File: src/rtl/conv_pkg.sv
// conv_pkg: types and geometry helpers for the convolution-layer datapath.
// The scheduler and the IFM/weight address generators both import this package.
package conv_pkg;

  // Tile scheduler states
  typedef enum logic [2:0] {
    IDLE    = 3'd0,
    LOAD    = 3'd1,
    FETCH   = 3'd2,
    COMPUTE = 3'd3,
    WRITE   = 3'd4,
    NEXT    = 3'd5,
    FIN     = 3'd6
  } sched_state_e;

  // Output feature map edge for a valid (already padded) convolution
  function automatic int ofm_size(input int ifm_edge, input int kernel_edge);
    return ifm_edge - kernel_edge + 1;
  endfunction

  // One tile covers tile_width columns of one OFM row
  function automatic int num_tiles(input int ofm_edge, input int tile_width);
    return ofm_edge * (ofm_edge / tile_width);
  endfunction

  // Width of a tile counter; never narrower than one bit
  function automatic int tile_idx_w(input int n_tiles);
    return (n_tiles > 1) ? $clog2(n_tiles) : 1;
  endfunction

endpackage

File: src/rtl/sched_fall_detect.sv
// sched_fall_detect: registered falling-edge detector. The previous level of
// the watched strobe is held in a flop; fall_o is high in the first cycle the
// strobe is seen low after having been high.
module sched_fall_detect (
  input  logic clk,
  input  logic rst_n,
  input  logic sig_i,
  output logic fall_o
);

  logic sig_q;

  // Remember last cycle's level of the watched strobe
  always_ff @(posedge clk or negedge rst_n) begin
    if (!rst_n) begin
      sig_q <= 1'b0;
    end else begin
      sig_q <= sig_i;
    end
  end

  assign fall_o = sig_q & ~sig_i;

endmodule

File: src/rtl/conv_tile_scheduler.sv
// conv_tile_scheduler: per-layer tile sequencer for the 16-filter systolic array.
// For each OFM tile: pulse the address-generator loads, wait for the IFM fetch
// to drain (falling edge of ifm_addr_valid), wait for the array result, then
// kick OFM write-back. After the last tile a one-cycle done is issued.
// Optional feature: define TILE_SCHED_PERF_EN to add the cycle_count output,
// a saturating count of busy cycles of the most recent layer.
module conv_tile_scheduler
  import conv_pkg::*;
#(
  parameter  int KERNEL_SIZE = 3,
  parameter  int IFM_SIZE    = 34,
  parameter  int IFM_CHANNEL = 3,
  parameter  int TILE_WIDTH  = 16,
  localparam int OFM_SIZE    = ofm_size(IFM_SIZE, KERNEL_SIZE),
  localparam int NUM_TILES   = num_tiles(OFM_SIZE, TILE_WIDTH),
  localparam int TILE_IDX_W  = tile_idx_w(NUM_TILES)
) (
  input  logic                  clk,
  input  logic                  rst_n,
  input  logic                  start,
  input  logic                  abort,
  output logic                  ifm_load,
  output logic                  wgt_load,
  input  logic                  ifm_addr_valid,
  input  logic                  pe_done,
  output logic                  ofm_wr_start,
  input  logic                  ofm_wr_done,
  output logic [TILE_IDX_W-1:0] tile_idx,
  output logic                  busy,
  output logic                  done
`ifdef TILE_SCHED_PERF_EN
  ,
  output logic [31:0]           cycle_count
`endif
);

  // Reject geometries the tiling scheme cannot express
  if ((IFM_CHANNEL < 1) || (TILE_WIDTH < 1) || (OFM_SIZE < 1) ||
      ((OFM_SIZE % TILE_WIDTH) != 0)) begin : g_bad_cfg
    $error("conv_tile_scheduler: unsupported layer geometry");
  end

  localparam logic [TILE_IDX_W-1:0] LAST_TILE = TILE_IDX_W'(NUM_TILES - 1);

  sched_state_e          state_q, state_d;
  logic [TILE_IDX_W-1:0] tile_q, tile_d;
  logic                  pe_sticky_q, pe_sticky_d;
  logic                  load_q, wr_start_q, busy_q, done_q;
  logic                  fetch_fall_s;
  logic                  start_acc_s;

  sched_fall_detect u_fall_detect (
    .clk    (clk),
    .rst_n  (rst_n),
    .sig_i  (ifm_addr_valid),
    .fall_o (fetch_fall_s)
  );

  // A start only counts when idle and not cancelled by a simultaneous abort
  assign start_acc_s = (state_q == IDLE) && start && !abort;

  // Next-state, tile counter and pe_done sticky flag
  always_comb begin
    state_d     = state_q;
    tile_d      = tile_q;
    pe_sticky_d = pe_sticky_q;
    if ((state_q != IDLE) && abort) begin
      state_d     = IDLE;
      tile_d      = '0;
      pe_sticky_d = 1'b0;
    end else begin
      case (state_q)
        IDLE: begin
          tile_d      = '0;
          pe_sticky_d = 1'b0;
          if (start_acc_s) begin
            state_d = LOAD;
          end else begin
            state_d = IDLE;
          end
        end
        LOAD: begin
          pe_sticky_d = 1'b0;
          state_d     = FETCH;
        end
        FETCH: begin
          // The array may finish before the fetch strobe drops; keep that event
          if (pe_done) begin
            pe_sticky_d = 1'b1;
          end else begin
            pe_sticky_d = pe_sticky_q;
          end
          if (fetch_fall_s) begin
            state_d = COMPUTE;
          end else begin
            state_d = FETCH;
          end
        end
        COMPUTE: begin
          if (pe_done || pe_sticky_q) begin
            state_d = WRITE;
          end else begin
            state_d = COMPUTE;
          end
        end
        WRITE: begin
          if (ofm_wr_done) begin
            state_d = NEXT;
          end else begin
            state_d = WRITE;
          end
        end
        NEXT: begin
          if (tile_q == LAST_TILE) begin
            state_d = FIN;
          end else begin
            tile_d  = tile_q + TILE_IDX_W'(1);
            state_d = LOAD;
          end
        end
        FIN: begin
          tile_d  = '0;
          state_d = IDLE;
        end
        default: begin
          tile_d      = '0;
          pe_sticky_d = 1'b0;
          state_d     = IDLE;
        end
      endcase
    end
  end

  // State, counter and registered output strobes, all decoded from next state
  always_ff @(posedge clk or negedge rst_n) begin
    if (!rst_n) begin
      state_q     <= IDLE;
      tile_q      <= '0;
      pe_sticky_q <= 1'b0;
      load_q      <= 1'b0;
      wr_start_q  <= 1'b0;
      busy_q      <= 1'b0;
      done_q      <= 1'b0;
    end else begin
      state_q     <= state_d;
      tile_q      <= tile_d;
      pe_sticky_q <= pe_sticky_d;
      load_q      <= (state_d == LOAD);
      wr_start_q  <= (state_d == WRITE) && (state_q != WRITE);
      busy_q      <= (state_d != IDLE);
      done_q      <= (state_d == FIN);
    end
  end

  assign ifm_load     = load_q;
  assign wgt_load     = load_q;
  assign ofm_wr_start = wr_start_q;
  assign tile_idx     = tile_q;
  assign busy         = busy_q;
  assign done         = done_q;

`ifdef TILE_SCHED_PERF_EN
  logic [31:0] cycle_cnt_q, cycle_cnt_d;

  // Busy-cycle counter: cleared by an accepted start, saturates, holds when idle
  always_comb begin
    cycle_cnt_d = cycle_cnt_q;
    if (start_acc_s) begin
      cycle_cnt_d = 32'd0;
    end else if (busy_q && (cycle_cnt_q != 32'hFFFF_FFFF)) begin
      cycle_cnt_d = cycle_cnt_q + 32'd1;
    end else begin
      cycle_cnt_d = cycle_cnt_q;
    end
  end

  // Busy-cycle counter register
  always_ff @(posedge clk or negedge rst_n) begin
    if (!rst_n) begin
      cycle_cnt_q <= 32'd0;
    end else begin
      cycle_cnt_q <= cycle_cnt_d;
    end
  end

  assign cycle_count = cycle_cnt_q;
`endif

endmodule

File: config.mk
export PLATFORM = sky130hd
export DESIGN_NAME = conv_tile_scheduler
export DESIGN_NICKNAME = d
export VERILOG_FILES = /design/src/rtl/conv_pkg.sv /design/src/rtl/sched_fall_detect.sv /design/src/rtl/conv_tile_scheduler.sv
export SDC_FILE = /design/constraint.sdc
export NUM_CORES = 1
export LEC_CHECK = 0
export ABC_AREA = 1
export CORE_UTILIZATION = 50
export DETAILED_ROUTE_END_ITERATION = 12
export PLACE_DENSITY = 0.79
export REMOVE_ABC_BUFFERS = 1
export SKIP_LAST_GASP = 1
export SYNTH_ARGS = -nofsm -noshare
export SYNTH_HDL_FRONTEND = slang
export SYNTH_SLANG_ARGS = --single-unit
File: constraint.sdc
create_clock -name clk -period 3.48 [get_ports clk]
set_input_delay 1.044 -clock clk [delete_from_list [all_inputs] [get_ports clk]]
set_output_delay 1.044 -clock clk [all_outputs]
set_load 0.01 [all_outputs]
==> impl_metrics.py <==
metrics = {
    "run_status": {
        "status": "completed",
    },
    "synth": {
        "synth-seq-cells": 15,
        "avgSynthCellArea_um2": 8.22,
        "synth_seq_area_share": 0.439,
        "synth_cells": 104,
        "ys_types": 20,
        "synthTopCellsByArea": "dfrtp_1 (44%), nand3_1 (10%), nand2_1 (7.5%)",
        "yosys_warnings": 0,
        "synth_area_um2": 855,
        "synth_top_area_cell": "dfrtp_1",
        "yosysTopAreaCellShare": 0.439,
    },
    "clock_tree": {
        "tritoncts": "built",
        "htree_num_levels": 1,
        "cts_hold_buf": 0,
        "cts.sinks": 15,
        "clock_tree.buffer_depth": 2,
        "root_buffer": "clkbuf_4",
        "clkLatencyLatePin_ps": 280,
        "cts_buffers": 3,
        "cts.clk_slew.worst_paths_ps": 90,
        "postCtsResizedCells": 0,
        "post_cts_buffers": 0,
    },
    "detailed_routing": {
        "drt_iter0_drc": 24,
        "route.vias.total": 760,
        "dr.pass1.iters": 4,
        "viasPerCell": 5.43,
        "drcViolationCount": 0,
        "drt-total-wl_um": 1640,
        "wire_per_inst_um": 11.7,
        "antenna_left": 0,
    },
    "flow_run": {
        "cap_violations": 0,
    },
    "placement": {
        "gp_congestion": 0.919,
        "dpl.hpwl_um": 1250,
        "portBuffers": 17,
    },
    "grt": {
        "grt_max_degree": 16,
        "use_met1": 0.267,
        "grt_pass1_vias": 710,
        "met2_usage": 0.333,
        "antenna_found_initial": 0,
        "grt_pass1_wl_um": 2890,
        "track_usage": 0.210,
        "top_usage_layer": "met2",
        "gr-total-overflow": 0,
        "use_met3": 0.0417,
    },
    "layout": {
        "final_core_util": 0.682,
        "fill_cells": 127,
        "num_antenna_cells": 0,
        "drive_above_1_share": 0.210,
        "areaGrowthSynthToFinish_pct": 24.5,
        "multi_input_area_um2": 427,
        "final_cell_mix": "nand3_1 (17), nand2_1 (17), clkdlybuf4s50_1 (17)",
        "regArea_um2": 375,
        "layout.nets": 133,
    },
    "setup_path": {
        "cp.required_ps": 2440,
        "crit_buf_inv": 1,
        "crit_path_max_fanout": 7,
        "startpoint_type": "flip-flop",
        "crit_arrival_ps": 1350,
        "path_class": "reg2out",
        "cp_slowest_cell": "clkdlybuf4s50_1",
        "path_cells": "clkdlybuf4s50_1",
        "critPathMaxStageDelay_ps": 580,
        "crit_family": "buffers and inverters",
        "cp-end-kind": "output port",
    },
    "floorplanning": {
        "dieArea_mm2": 0.00188,
        "row_count": 14,
        "die_w_um": 43.3,
        "die-height_um": 43.3,
        "io_pins": 18,
        "initial_core_util": 0.548,
        "design.core.area_mm2": 0.00156,
    },
    "sta": {
        "setup_violations": 0,
        "timing.final.crit_share": 0.689,
        "skew_ps": 2.46,
        "fmax_ghz": 0.417,
        "hold_viol": 0,
        "relSlewSlack": 0.571,
        "slew_violations": 0,
        "grt_setup_unrepaired": "no",
        "min_period_ps": 2400,
        "fin_tns_setup_ps": 0,
        "tightest_slew_ps": 641,
    },
    "power": {
        "p_leak_nw": 0.526,
        "p_total_w": 0.000596,
        "ir_drop_v": 0.000368,
        "powerDensity_mw_per_mm2": 561,
    },
    "min_path": {
        "hold_path_class": "reg2reg",
    },
}
-- per-layer routing --
metal / vias to the layer above / routed length, µm
met5: - / 0
met4: 0 / 43
met3: 7 / 88
met2: 28 / 744
met1: 345 / 760
li1: 380 / -
-- cells in the mapped netlist --
library cell and n:
a21oi_1 2, nand3_2 1, nor2_1 10, dfrtp_1 15, o21ai_0 3, o21ai_2 2, nand3_1 17, or2_2 1
xor2_1 1, inv_1 11, nand2_1 17, ha_1 1, nor3_2 1, nor2_4 2, inv_2 1, nand2_4 3
nand2_2 7, nand4_1 3, buf_4 1, nor2_2 5
-- cell type report --
class	instances	area share
clock buffers	4	0.0247
flip-flops and latches	15	0.353
repair buffers	17	0.160
well taps	16	0.0188
inverters	12	0.0424
multi-input cells	76	0.401
-- kinds of logic after synthesis --
| logic type | after synthesis | share of synthesized area |
|---|---|---|
| simple gates | 67 | 0.425 |
| flops | 15 | 0.439 |
| buf+inv | 13 | 0.0615 |
| compound gates | 7 | 0.0498 |
| xor+xnor | 1 | 0.0103 |
| fa+ha+maj | 1 | 0.0146 |
-- final timing paths --
check	startpoint	to	slack, ps	depth (start not counted)
max	tile_idx[2]	tile_idx[2]	1080	1
min	pe_sticky_q	pe_sticky_q	570	2
max reg2reg	tile_idx[0]	ofm_wr_start	2010	7
min reg2reg	pe_sticky_q	pe_sticky_q	570	2
max in group asynchronous	rst_n	done	1920	1
min in group asynchronous	rst_n	ifm_load	1150	1
-- where the power goes --
group | internal (W) | switching [W] | leakage (nW)
combinational | 0.0000960 | 0.000167 | 0.310
clock | 0.0000445 | 0.0000543 | 0.0150
sequential | 0.000201 | 0.0000335 | 0.202
total | 0.000341 | 0.000255 | 0.526
-- flip-flops by register name, indices dropped and copies added (netlist names) --
signal               count
ifm_load                 1
state_q                  3
done                     1
tile_idx                 6
busy                     1
pe_sticky_q              1
ofm_wr_start             1
u_fall_detect.sig_q      1
-- through the flow --
| step | area, µm² | hold WS (ps) | worst slack, ps | std cells |
|---|---|---|---|---|
| detailed placement | 1040 | 554 | 1190 | 136 |
| global placement | 1040 | 550 | 1250 | 136 |
| CTS | 1060 | 567 | 1090 | 140 |
| finish | 1060 | 570 | 1080 | 140 |
| floorplan | 847 | 516 | 1800 | 103 |
| global route | 1060 | 603 | 1030 | 140 |
(Power assumes the default switching activity.)
